$ cat config.mk
export PLATFORM = sky130hd
export DESIGN_NAME = uart_debug_host
export DESIGN_NICKNAME = d
export VERILOG_FILES = /design/src/rtl/uart_dbg_pkg.sv /design/src/rtl/uart_word_packer.sv /design/src/rtl/uart_debug_host.sv
export SDC_FILE = /design/constraint.sdc
export NUM_CORES = 1
export LEC_CHECK = 0
export CORE_MARGIN = 3
export CORE_UTILIZATION = 40
export CTS_CLUSTER_DIAMETER = 200
export DETAILED_ROUTE_END_ITERATION = 8
export GPL_ROUTABILITY_DRIVEN = 0
export PLACE_DENSITY = 0.67
export RECOVER_POWER = 50
export SKIP_CTS_REPAIR_TIMING = 1
export SYNTH_ARGS = -nofsm -noshare
export SYNTH_HDL_FRONTEND = slang
export SYNTH_SLANG_ARGS = --single-unit
$ cat constraint.sdc
create_clock -name i_clock -period 6.56 [get_ports i_clock]
set_clock_uncertainty 0.05 [all_clocks]
set_input_delay 0.656 -clock i_clock [delete_from_list [all_inputs] [get_ports i_clock]]
set_output_delay 0.656 -clock i_clock [all_outputs]
set_load 0.1 [all_outputs]
$ cat src/rtl/uart_dbg_pkg.sv
// ============================================================================
//  Module   : uart_dbg_pkg
//  Purpose  : Shared definitions for the UART debug host: protocol byte
//             codes, command encoding, dump-kind encoding and the host FSM
//             state encoding.
//  Revision : 1.0  initial release
// ============================================================================
`default_nettype none

package uart_dbg_pkg;

    // Protocol byte codes understood by the pipeline's UART debug unit
    localparam logic [7:0] c_load_prog_size = 8'hFE;
    localparam logic [7:0] c_debug          = 8'hFC;
    localparam logic [7:0] c_next           = 8'h01;
    localparam logic [7:0] c_end_debug      = 8'hF8;

    typedef enum logic [1:0] {
        CMD_LOAD = 2'd0,
        CMD_STEP = 2'd1,
        CMD_END  = 2'd2,
        CMD_RSVD = 2'd3
    } cmd_e;

    typedef enum logic [1:0] {
        KIND_REG = 2'd0,
        KIND_MEM = 2'd1,
        KIND_PC  = 2'd2
    } dump_kind_e;

    typedef enum logic [3:0] {
        ST_IDLE    = 4'd0,
        ST_TX_OP   = 4'd1,
        ST_TX_SIZE = 4'd2,
        ST_FETCH   = 4'd3,
        ST_TX_INST = 4'd4,
        ST_TX_DBG  = 4'd5,
        ST_TX_NEXT = 4'd6,
        ST_RX_DUMP = 4'd7,
        ST_TX_END  = 4'd8,
        ST_DONE    = 4'd9
    } state_e;

endpackage

`default_nettype wire

$ cat src/rtl/uart_word_packer.sv
// ============================================================================
//  Module   : uart_word_packer
//  Purpose  : Assembles a stream of bytes into 32-bit words, least
//             significant byte first. A word strobe is issued the cycle
//             after its fourth byte is accepted.
//  Ports    : i_clock, i_reset (async, active-high)
//             i_clear       - synchronous restart of byte counter/assembler
//             i_byte_valid  - i_byte is accepted this cycle
//             i_byte        - incoming byte
//             o_count       - bytes already held for the current word (0..3)
//             o_word_valid  - one-cycle strobe, o_word is a complete word
//             o_word        - last assembled word (held between strobes)
//  Revision : 1.0  initial release
// ============================================================================
`default_nettype none

module uart_word_packer (
    input  logic        i_clock,
    input  logic        i_reset,
    input  logic        i_clear,
    input  logic        i_byte_valid,
    input  logic [7:0]  i_byte,
    output logic [1:0]  o_count,
    output logic        o_word_valid,
    output logic [31:0] o_word
);

    logic [31:0] r_shift;
    logic [1:0]  r_count;
    logic        r_word_valid;
    logic [31:0] r_word;

    always_ff @(posedge i_clock or posedge i_reset) begin
        if (i_reset) begin
            r_shift      <= '0;
            r_count      <= '0;
            r_word_valid <= 1'b0;
            r_word       <= '0;
        end else begin
            r_word_valid <= 1'b0;
            if (i_clear) begin
                r_shift <= '0;
                r_count <= '0;
            end else if (i_byte_valid) begin
                // New bytes enter at the top so the first byte ends up lowest
                r_shift <= {i_byte, r_shift[31:8]};
                r_count <= r_count + 2'd1;
                if (r_count == 2'd3) begin
                    r_word       <= {i_byte, r_shift[31:8]};
                    r_word_valid <= 1'b1;
                end
            end
        end
    end

    assign o_count      = r_count;
    assign o_word_valid = r_word_valid;
    assign o_word       = r_word;

endmodule

`default_nettype wire

$ cat src/rtl/uart_debug_host.sv
// ============================================================================
//  Module   : uart_debug_host
//  Purpose  : Host-side master for the pipeline UART debug interface.
//             Issues LOAD / STEP / END command byte sequences into a TX FIFO
//             and reassembles the returned state dump (register words,
//             data-memory words, PC) from an RX FIFO into 32-bit words.
//  Ports    : i_clock, i_reset (async, active-high)
//             command  : i_cmd_valid, i_cmd, o_cmd_ready
//             program  : i_prog_size, o_prog_addr, i_prog_data (sync read)
//             TX FIFO  : o_tx_data, o_wr, i_tx_full
//             RX FIFO  : i_rx_data, i_rx_empty, o_rd (first-word fall-through)
//             dump     : o_dump_valid, o_dump_kind, o_dump_idx, o_dump_word
//             status   : o_busy, o_done, o_in_debug, o_timeout
//  Options  : UART_DEBUG_HOST_TIMEOUT_EN - RX-idle watchdog of TO_CYC cycles
//             during dump reception; o_timeout tied low when undefined.
//  Revision : 1.0  initial release
// ============================================================================
`default_nettype none

module uart_debug_host
    import uart_dbg_pkg::*;
#(
    parameter int N_REG  = 31,
    parameter int N_MEM  = 31,
    parameter int PSZ_W  = 8,
    parameter int TO_CYC = 1000000
) (
    input  logic             i_clock,
    input  logic             i_reset,
    input  logic             i_cmd_valid,
    input  logic [1:0]       i_cmd,
    output logic             o_cmd_ready,
    input  logic [PSZ_W-1:0] i_prog_size,
    output logic [PSZ_W-1:0] o_prog_addr,
    input  logic [31:0]      i_prog_data,
    output logic [7:0]       o_tx_data,
    output logic             o_wr,
    input  logic             i_tx_full,
    input  logic [7:0]       i_rx_data,
    input  logic             i_rx_empty,
    output logic             o_rd,
    output logic             o_dump_valid,
    output logic [1:0]       o_dump_kind,
    output logic [5:0]       o_dump_idx,
    output logic [31:0]      o_dump_word,
    output logic             o_busy,
    output logic             o_done,
    output logic             o_in_debug,
    output logic             o_timeout
);

    state_e           r_state;
    state_e           w_next;
    logic             r_ready;
    logic             r_in_debug;
    logic             r_load_pending;
    logic [PSZ_W-1:0] r_size;
    logic [PSZ_W-1:0] r_addr;
    logic [1:0]       r_byte_cnt;
    dump_kind_e       r_kind;
    logic [5:0]       r_idx;

    logic             w_accept;
    logic [7:0]       w_tx_data;
    logic             w_wr;
    logic             w_rd;
    logic             w_last_byte;
    logic             w_to_hit;
    logic [1:0]       w_pack_cnt;
    logic             w_pack_valid;
    logic [31:0]      w_pack_word;

    assign w_accept = i_cmd_valid && r_ready && (r_state == ST_IDLE);

    // The final byte of the dump is the fourth byte of the PC word
    assign w_last_byte = (r_kind == KIND_PC) && (w_pack_cnt == 2'd3);

    always_comb begin
        w_next    = r_state;
        w_tx_data = 8'h00;
        w_wr      = 1'b0;
        w_rd      = 1'b0;
        case (r_state)
            ST_IDLE: begin
                if (w_accept) begin
                    case (i_cmd)
                        CMD_LOAD: w_next = r_in_debug ? ST_TX_END : ST_TX_OP;
                        CMD_STEP: w_next = r_in_debug ? ST_TX_NEXT : ST_TX_DBG;
                        CMD_END:  w_next = r_in_debug ? ST_TX_END : ST_DONE;
                        default:  w_next = ST_IDLE;
                    endcase
                end
            end
            ST_TX_END: begin
                w_tx_data = c_end_debug;
                w_wr      = !i_tx_full;
                if (!i_tx_full) w_next = r_load_pending ? ST_TX_OP : ST_DONE;
            end
            ST_TX_OP: begin
                w_tx_data = c_load_prog_size;
                w_wr      = !i_tx_full;
                if (!i_tx_full) w_next = ST_TX_SIZE;
            end
            ST_TX_SIZE: begin
                w_tx_data = 8'(r_size);
                w_wr      = !i_tx_full;
                if (!i_tx_full) w_next = (r_size == '0) ? ST_DONE : ST_FETCH;
            end
            ST_FETCH: begin
                // One cycle for the synchronous program memory to follow the address
                w_next = ST_TX_INST;
            end
            ST_TX_INST: begin
                w_tx_data = i_prog_data[{r_byte_cnt, 3'b000} +: 8];
                w_wr      = !i_tx_full;
                if (!i_tx_full && (r_byte_cnt == 2'd3))
                    w_next = (r_addr == r_size - PSZ_W'(1)) ? ST_DONE : ST_FETCH;
            end
            ST_TX_DBG: begin
                w_tx_data = c_debug;
                w_wr      = !i_tx_full;
                if (!i_tx_full) w_next = ST_TX_NEXT;
            end
            ST_TX_NEXT: begin
                w_tx_data = c_next;
                w_wr      = !i_tx_full;
                if (!i_tx_full) w_next = ST_RX_DUMP;
            end
            ST_RX_DUMP: begin
                w_rd = !i_rx_empty;
                if (w_rd && w_last_byte) w_next = ST_DONE;
                else if (w_to_hit)       w_next = ST_DONE;
            end
            ST_DONE: begin
                w_next = ST_IDLE;
            end
            default: begin
                w_next = ST_IDLE;
            end
        endcase
    end

    always_ff @(posedge i_clock or posedge i_reset) begin
        if (i_reset) begin
            r_state        <= ST_IDLE;
            r_ready        <= 1'b0;
            r_in_debug     <= 1'b0;
            r_load_pending <= 1'b0;
            r_size         <= '0;
            r_addr         <= '0;
            r_byte_cnt     <= '0;
            r_kind         <= KIND_REG;
            r_idx          <= '0;
        end else begin
            r_state <= w_next;
            // Registered so that ready is low while reset is applied
            r_ready <= (w_next == ST_IDLE);

            if (w_accept) begin
                r_load_pending <= (i_cmd == CMD_LOAD);
                if (i_cmd == CMD_LOAD) begin
                    r_size     <= i_prog_size;
                    r_addr     <= '0;
                    r_byte_cnt <= '0;
                end
            end

            if (w_wr) begin
                case (r_state)
                    ST_TX_END: r_in_debug <= 1'b0;
                    ST_TX_DBG: r_in_debug <= 1'b1;
                    ST_TX_INST: begin
                        r_byte_cnt <= r_byte_cnt + 2'd1;
                        if (r_byte_cnt == 2'd3) r_addr <= r_addr + PSZ_W'(1);
                    end
                    default: ;
                endcase
            end

            if (w_to_hit) r_in_debug <= 1'b0;

            // Kind/index describe the word currently being assembled and
            // advance on its strobe, so they line up with o_dump_valid.
            if (r_state == ST_TX_NEXT) begin
                r_kind <= KIND_REG;
                r_idx  <= '0;
            end else if (w_pack_valid) begin
                case (r_kind)
                    KIND_REG: begin
                        if (r_idx == 6'(N_REG - 1)) begin
                            r_kind <= KIND_MEM;
                            r_idx  <= '0;
                        end else begin
                            r_idx <= r_idx + 6'd1;
                        end
                    end
                    KIND_MEM: begin
                        if (r_idx == 6'(N_MEM - 1)) begin
                            r_kind <= KIND_PC;
                            r_idx  <= '0;
                        end else begin
                            r_idx <= r_idx + 6'd1;
                        end
                    end
                    default: begin
                        r_kind <= KIND_REG;
                        r_idx  <= '0;
                    end
                endcase
            end
        end
    end

    uart_word_packer u_packer (
        .i_clock      (i_clock),
        .i_reset      (i_reset),
        .i_clear      (r_state == ST_TX_NEXT),
        .i_byte_valid (w_rd),
        .i_byte       (i_rx_data),
        .o_count      (w_pack_cnt),
        .o_word_valid (w_pack_valid),
        .o_word       (w_pack_word)
    );

`ifdef UART_DEBUG_HOST_TIMEOUT_EN
    localparam logic [31:0] c_to_last = 32'(TO_CYC - 1);

    logic [31:0] r_idle_cnt;
    logic        r_timeout;

    assign w_to_hit = (r_state == ST_RX_DUMP) && i_rx_empty && (r_idle_cnt == c_to_last);

    always_ff @(posedge i_clock or posedge i_reset) begin
        if (i_reset) begin
            r_idle_cnt <= '0;
            r_timeout  <= 1'b0;
        end else begin
            // Counts consecutive empty cycles; any consumed byte restarts it
            if ((r_state != ST_RX_DUMP) || !i_rx_empty) r_idle_cnt <= '0;
            else                                        r_idle_cnt <= r_idle_cnt + 32'd1;
            if (w_to_hit) r_timeout <= 1'b1;
        end
    end

    assign o_timeout = r_timeout;
`else
    assign w_to_hit  = 1'b0;
    // Watchdog not built; the limit only takes part in a constant-false term
    assign o_timeout = 1'b0 & (TO_CYC > 0);
`endif

    assign o_cmd_ready  = r_ready;
    assign o_prog_addr  = r_addr;
    assign o_tx_data    = w_tx_data;
    assign o_wr         = w_wr;
    assign o_rd         = w_rd;
    assign o_dump_valid = w_pack_valid;
    assign o_dump_kind  = r_kind;
    assign o_dump_idx   = r_idx;
    assign o_dump_word  = w_pack_word;
    assign o_busy       = (r_state != ST_IDLE);
    assign o_done       = (r_state == ST_DONE);
    assign o_in_debug   = r_in_debug;

endmodule

`default_nettype wire

==> results of run 1 <==
## metal layers
layer	vias up	GRT usage, %	routed length [um]
met5	-	0	0
met4	0	6.42	199
met3	15	5.84	1040
met2	140	28.7	5310
met1	1866	23.6	5260
li1	1849	-	-
## critical path, stage by stage (launching register included)
cell             delay (ns)
dfrtp_1                0.80
nand2_1                0.25
nor3_4                 0.21
buf_4                  0.42
clkdlybuf4s50_1        1.22
## cell families after synthesis
logic type / count (synthesis)
AOI/OAI and AO/OA: 93
xor gates and xnor gates: 12
adders and majority gates: 7
buffers and inverters: 38
DFF: 92
muxes: 43
other: 1
and+or+nand+nor: 181
## final timing paths
kind	start	endpoint	slack (ns)	cells past startpoint
worst max-delay path	r_state[0]	o_rd	2.59	4
max in group asynchronous	i_reset	u_packer.o_count[1]	3.51	3
worst min register to register	u_packer.o_count[0]	u_packer.o_count[0]	0.44	1
worst min-delay path	u_packer.o_count[0]	u_packer.o_count[0]	0.44	1
min in group asynchronous	i_reset	r_size[4]	0.69	2
worst max register to register	r_state[0]	r_size[0]	3.24	5
## flip-flops by register name, summed over array words and instances, names as in the netlist
register / cells
o_dump_kind: 2
u_packer.o_count: 2
r_load_pending: 1
r_size: 8
r_byte_cnt: 2
o_prog_addr: 8
r_state: 4
u_packer.o_word_valid: 1
o_dump_idx: 6
u_packer.r_shift: 24
o_cmd_ready: 1
u_packer.o_word: 32
o_in_debug: 1
## power by group through the flow
| stage | Sequential, mW | Clock (mW) | Combinational, mW |
|---|---|---|---|
| 6_report | 0.911 | 0.504 | 1.32 |
| 4_1_cts | 0.913 | 0.523 | 1.33 |
| 5_1_grt | 0.940 | 0.543 | 1.40 |
| 3_5_place_dp | 0.922 | 0 | 1.33 |
| 3_3_place_gp | 0.913 | 0 | 1.31 |
| 2_1_floorplan | 1.00 | 0 | 0.929 |
## cell usage after synthesis (all sizes together), types with 7 or more instances
library cell	count	area share, %
a21oi	18	1.9
nand3	8	0.84
dfrtp	92	49
nand2	99	7.8
o21ai	42	4.4
inv	9	0.71
nor3	8	1.5
mux4	8	3.8
buf	14	1.9
ha	7	1.8
xor2	10	1.8
mux2	34	8.1
nor2	20	1.6
clkbuf	15	1.2
## cell usage in the layout, fill, tap and decap left out, types with 3 or more instances in the layout
cell type,n
a21oi_1,18
a31oi_1,5
clkbuf_16,9
clkdlybuf4s50_1,116
dfrtp_1,92
ha_1,7
inv_1,8
inv_6,3
mux2_1,16
mux2_2,18
mux4_2,8
nand2_1,99
nand2b_1,6
nand3_1,8
nand3b_1,5
nand4_1,4
nor2_1,19
nor2b_1,3
nor3_1,6
nor3b_1,3
nor4_1,4
o21ai_0,41
o22ai_1,5
o31ai_1,6
or2_2,4
or3_1,4
xor2_1,10
## through the flow
step           total power [mW]  hold slack, ns  instance area, um2  setup WS, ns
4_1_cts                    2.77           0.439                6260          2.59
3_3_place_gp               2.22           0.405                5970          2.86
6_report                   2.73           0.440                6230          2.59
2_1_floorplan              1.93           0.391                4740          2.58
3_5_place_dp               2.25           0.421                5970          2.86
5_1_grt                    2.88           0.460                6230          2.40
## cell type report
cell class	instances	area share, %
Multi-Input combinational cell	337	35.8
Inverter	9	0.563
Clock buffer	9	3.62
Sequential cell	92	37.0
Tap cell	143	2.87
Timing Repair Buffer	120	19.1
Clock inverter	7	1.04
==> flow_summary_export.csv, run 1 <==
group,metric,value,unit
cells_and_area,area_delta_synth_final,31.3,%
clock_network,clk_latency,0.34,ns
synth,synth_compound_area_share,12.6,%
sta,rsz0062_at_grt,"no",
sta,fmax,252,MHz
synth,syn_area_per_cell,10.2,um2
synth,yosysSeqAreaShare,48.5,%
outcome,violations,"capacitance limit, slew limit",
placed_design,port-buffer-count,117,
critical_path,cp_max_fo,53,
clock_network,cts-root-buf,"clkbuf_16",
floorplan,die_w,115,um
global_route,grt_pass1_vias,3731,
floorplan,die-area,13200,um2
placed_design,hpwl,8290,um
critical_path,crit_arrival,3.27,ns
power,swShare,49.3,%
clock_network,clockBufferDepth,2,
synth,synth_top_family_by_area,"simple AND/OR/NAND/NOR gates",
power,power_switching,1.35,mW
synth,syn_area,4740,um2
synth,synth_cell_type_count,61,
synth,synth_seq_cells,92,
synth,muxShareOfSynthArea,12.1,%
sta,worstMarginPinSlew,2.02,ns
drt,num_vias,3870,
drt,drc,0,
clock_network,cts.reportedPaths.clkPinSlew,0.06,ns
drt,ant_nets,0,
global_route,grt_overflow_total,0,
sta,post-route-period-util,60.6,%
drt,wl_per_cell,16.5,um
synth,ys.flop_type,"dfrtp_1",
power,power_frac_seq,33.4,%
power,power_density,439,nW/um2
global_route,grt_pass1_wl,19000,um
synth,syn_inst,467,
sta,setup_viol,0,
sta,hold_viol,0,
power,internal-power,1.39,mW
critical_path,start_kind,"flop",
placed_design,place_inst,701,
sta,slew_headroom,-34.4,%
clock_network,cts_htree_levels,3,
cells_and_area,num_antenna_cells,0,
cells_and_area,nets,631,
drt,drt_wl_total,11800,um
drt,via_per_inst,5.40,
synth,synth-simple-area-share,18.8,%
critical_path,end_kind,"primary output",
drt,drt_iter0_markers,216,
cells_and_area,final.fill_count,1051,
synth,synth-adder-area-share,1.85,%
global_route,grt_max_degree,84,
synth,synth_xor_area_share,2.22,%
synth,synth_edf_count,0,
clock_network,cts_tree,"done",
sta,setup_tns,0,ns
flow_run,cap_viol_max_count,2,
worst_hold_path,hp-class,"flop to flop",
floorplan,floorplan.initialDensity,41.2,%
cells_and_area,final_cell_count_no_fill,717,
synth,async_reset_ff_share,100,%
power,power_frac_comb,48.2,%
sta,min_period,3.97,ns
clock_network,cts_buffers,9,
floorplan,die_height,115,um
cells_and_area,seqCellArea,2300,um2
critical_path,critical_path_required,5.85,ns
power,ir_worst_vdd,0.000241,V
synth,yosysWarnings,0,
cells_and_area,drive_above_1_share,9.76,%
power,pwr-share-clk,18.5,%
power,p_leak,2.66,nW
global_route,track_usage,18.2,%
drt,detail_route.first_pass.iterations,4,
sta,finalMaxSlewViolations,99,
floorplan,io_pins,119,
clock_network,cts.sinks,92,
global_route,antenna_found_initial,0,
synth,syn-num-nets,529,
cells_and_area,post-route-util,54.1,%
cells_and_area,multi_input_area,2230,um2
floorplan,coreArea,11500,um2
outcome,status,"finished with violations",
critical_path,crit_type,"flop to primary output",
floorplan,fp-row-count,39,
Power figures use the tool's default switching activity.
==> run 2, diff against run 1 <==
PLACE_DENSITY = 0.7   (was 0.67)
clock period = 3.2 ns   (was 6.56 ns; I/O delays follow)
==> run 2 against run 1 <==
Net effect: the run still ends with capacitance limit, slew limit left; worst setup slack worse by 2.0 ns; sequential cell count stayed put; first-iteration DRC count is 13% higher; hold slack worse by 0.0061 ns; global-route usage is 0.20 points higher; highest routed layer unchanged.
==> flow_summary_export.csv, run 2 (synthesis gave the netlist of run 1 again) <==
group,metric,value,unit
power,power_density,902,nW/um2
drt,drc,0,
cells_and_area,largest_register_ffs,32,
critical_path,critical_path_required,2.83,ns
sta,finalMaxSlewViolations,55,
critical_path,regToRegSetupSlack,0.58,ns
power,total_power,5.52,mW
drt,via_per_inst,5.40,
floorplan,fp-row-count,39,
critical_path,worstPathCellList,"mux4_2 -> a21oi_1 -> nor2_1 -> a31oi_1 -> nor2_1 -> buf_4",
sta,slew_headroom,-38.7,%
cells_and_area,num_antenna_cells,0,
global_route,grt_busiest_layer,"met2",
critical_path,crit_slowest_cell,"dfrtp_1",
critical_path,r2r_cells,5,
critical_path,end_kind,"primary output",
sta,whs,0.434,ns
cells_and_area,drive_above_1_share,12.5,%
floorplan,die_w,115,um
clock_network,cts_tree,"done",
critical_path,worstReg2RegEnd,"u_packer.o_word[12]",
cells_and_area,final_cell_count_no_fill,720,
cells_and_area,final.fill_count,1065,
worst_hold_path,hp-class,"flop to flop",
drt,drt_wl_total,12000,um
global_route,track_usage,18.4,%
floorplan,die-area,13200,um2
critical_path,path_buf_inv,1,
placed_design,post-place-ws,0.830,ns
floorplan,floorplan.initialDensity,41.2,%
drt,wl_per_cell,16.7,um
drt,ant_nets,0,
clock_network,cts-root-buf,"clkbuf_16",
floorplan,coreArea,11500,um2
global_route,grtUsageMet3,6.00,%
clock_network,cts_buffers,9,
sta,fmax,376,MHz
drt,drt_iter0_markers,243,
critical_path,cp_slowest_stage_delay,0.70,ns
sta,hold_viol,0,
global_route,met1_usage,23.9,%
floorplan,io_pins,119,
placed_design,port-buffer-count,117,
critical_path,cp_max_fo,11,
cells_and_area,mostFrequentLayoutCell,"nand2_1",
sta,rsz0062_at_grt,"no",
critical_path,cpLargestDelayFamily,"flip-flops",
global_route,grt_pass1_vias,3876,
flow_run,cap_viol_max_count,1,
drt,detail_route.first_pass.iterations,4,
outcome,violations,"capacitance limit, slew limit",
cells_and_area,area_delta_synth_final,29.2,%
global_route,grt_max_degree,55,
placed_design,place_inst,705,
cells_and_area,layout.cells.most_common_list,"nand2_1 (99), dfrtp_1 (92), clkdlybuf4s50_1 (86)",
sta,post-route-period-util,83.1,%
sta,setup_ws,0.541,ns
cells_and_area,final_area,6130,um2
critical_path,r2r-start,"r_state[2]",
critical_path,cp_common_cell,"nor2_1",
critical_path,start_kind,"flop",
power,p_leak,2.67,nW
cells_and_area,post-route-util,53.2,%
cells_and_area,nets,635,
global_route,use_met2,29.1,%
worst_hold_path,whs_path_depth,2,
global_route,grt_overflow_total,0,
cells_and_area,multi_input_area,2250,um2
clock_network,cts.sinks,92,
sta,setup_tns,0,ns
floorplan,die_height,115,um
sta,setup_viol,0,
global_route,antenna_found_initial,0,
clock_network,cts.reportedPaths.clkPinSlew,0.06,ns
clock_network,clockBufferDepth,2,
cells_and_area,seqCellArea,2300,um2
clock_network,clk_latency,0.33,ns
worst_hold_path,hold_start,"r_load_pending",
sta,min_period,2.66,ns
power,ir_worst_vdd,0.000427,V
outcome,status,"finished with violations",
clock_network,cts_htree_levels,3,
critical_path,crit_type,"flop to primary output",
sta,worstMarginPinSlew,2.08,ns
placed_design,hpwl,8580,um
placed_design,placed_area,5950,um2
worst_hold_path,hold_end,"r_load_pending",
global_route,grt_pass1_wl,19500,um
critical_path,crit_arrival,2.29,ns
drt,num_vias,3887,
==> run 2: changes by cell type in the layout (fill, tap and decap cells not counted), sizes merged <==
cell / delta
clkinv: +2
dlygate4sd3: +1
clkdlybuf4s50: -30
inv: -2
clkbuf: +20
buf: +13
clkinvlp: -1
==> run 2: worst max-delay path by stage <==
stage / start / end / slack [ns] / cells past startpoint
after floorplan: r_state[1] / o_tx_data[3] / 0.19 / 5
after detailed placement: r_state[3] / u_packer.o_count[1] / 0.83 / 4
after global routing: i_reset / u_packer.o_word[27] / 0.22 / 3
after global placement: r_byte_cnt[0] / o_tx_data[2] / 0.88 / 6
final: r_byte_cnt[0] / o_tx_data[2] / 0.54 / 6
after CTS: r_byte_cnt[0] / o_tx_data[2] / 0.48 / 6
==> run 2: cell type report <==
type	count	area share [%]
Clock buffer	9	3.68
Multi-Input combinational cell	337	36.7
Inverter	9	0.551
Clock inverter	6	0.776
Tap cell	143	2.92
Timing Repair Buffer	124	17.8
Sequential cell	92	37.6
==> run 2: per-layer routing <==
layer | wire [um] | share of wire, %
met3 | 1260 | 10
met1 | 5080 | 42
met4 | 160 | 1.3
met2 | 5530 | 46
met5 | 0 | 0
==> run 2: report_power, final <==
group / total (mW) / leakage (nW) / internal, mW / switching, mW
Clock: 0.983 / 0.132 / 0.529 / 0.454
Sequential: 1.85 / 1.24 / 1.45 / 0.401
Combinational: 2.69 / 1.30 / 0.796 / 1.89
==> run 2: worst reg2reg max path, cell delays in order (launching register included) <==
cell and delay [ns]:
dfrtp_1 0.70, nand2b_1 0.33, nor3_4 0.20, and2_1 0.14, clkbuf_2 0.66, mux2_2 0.43
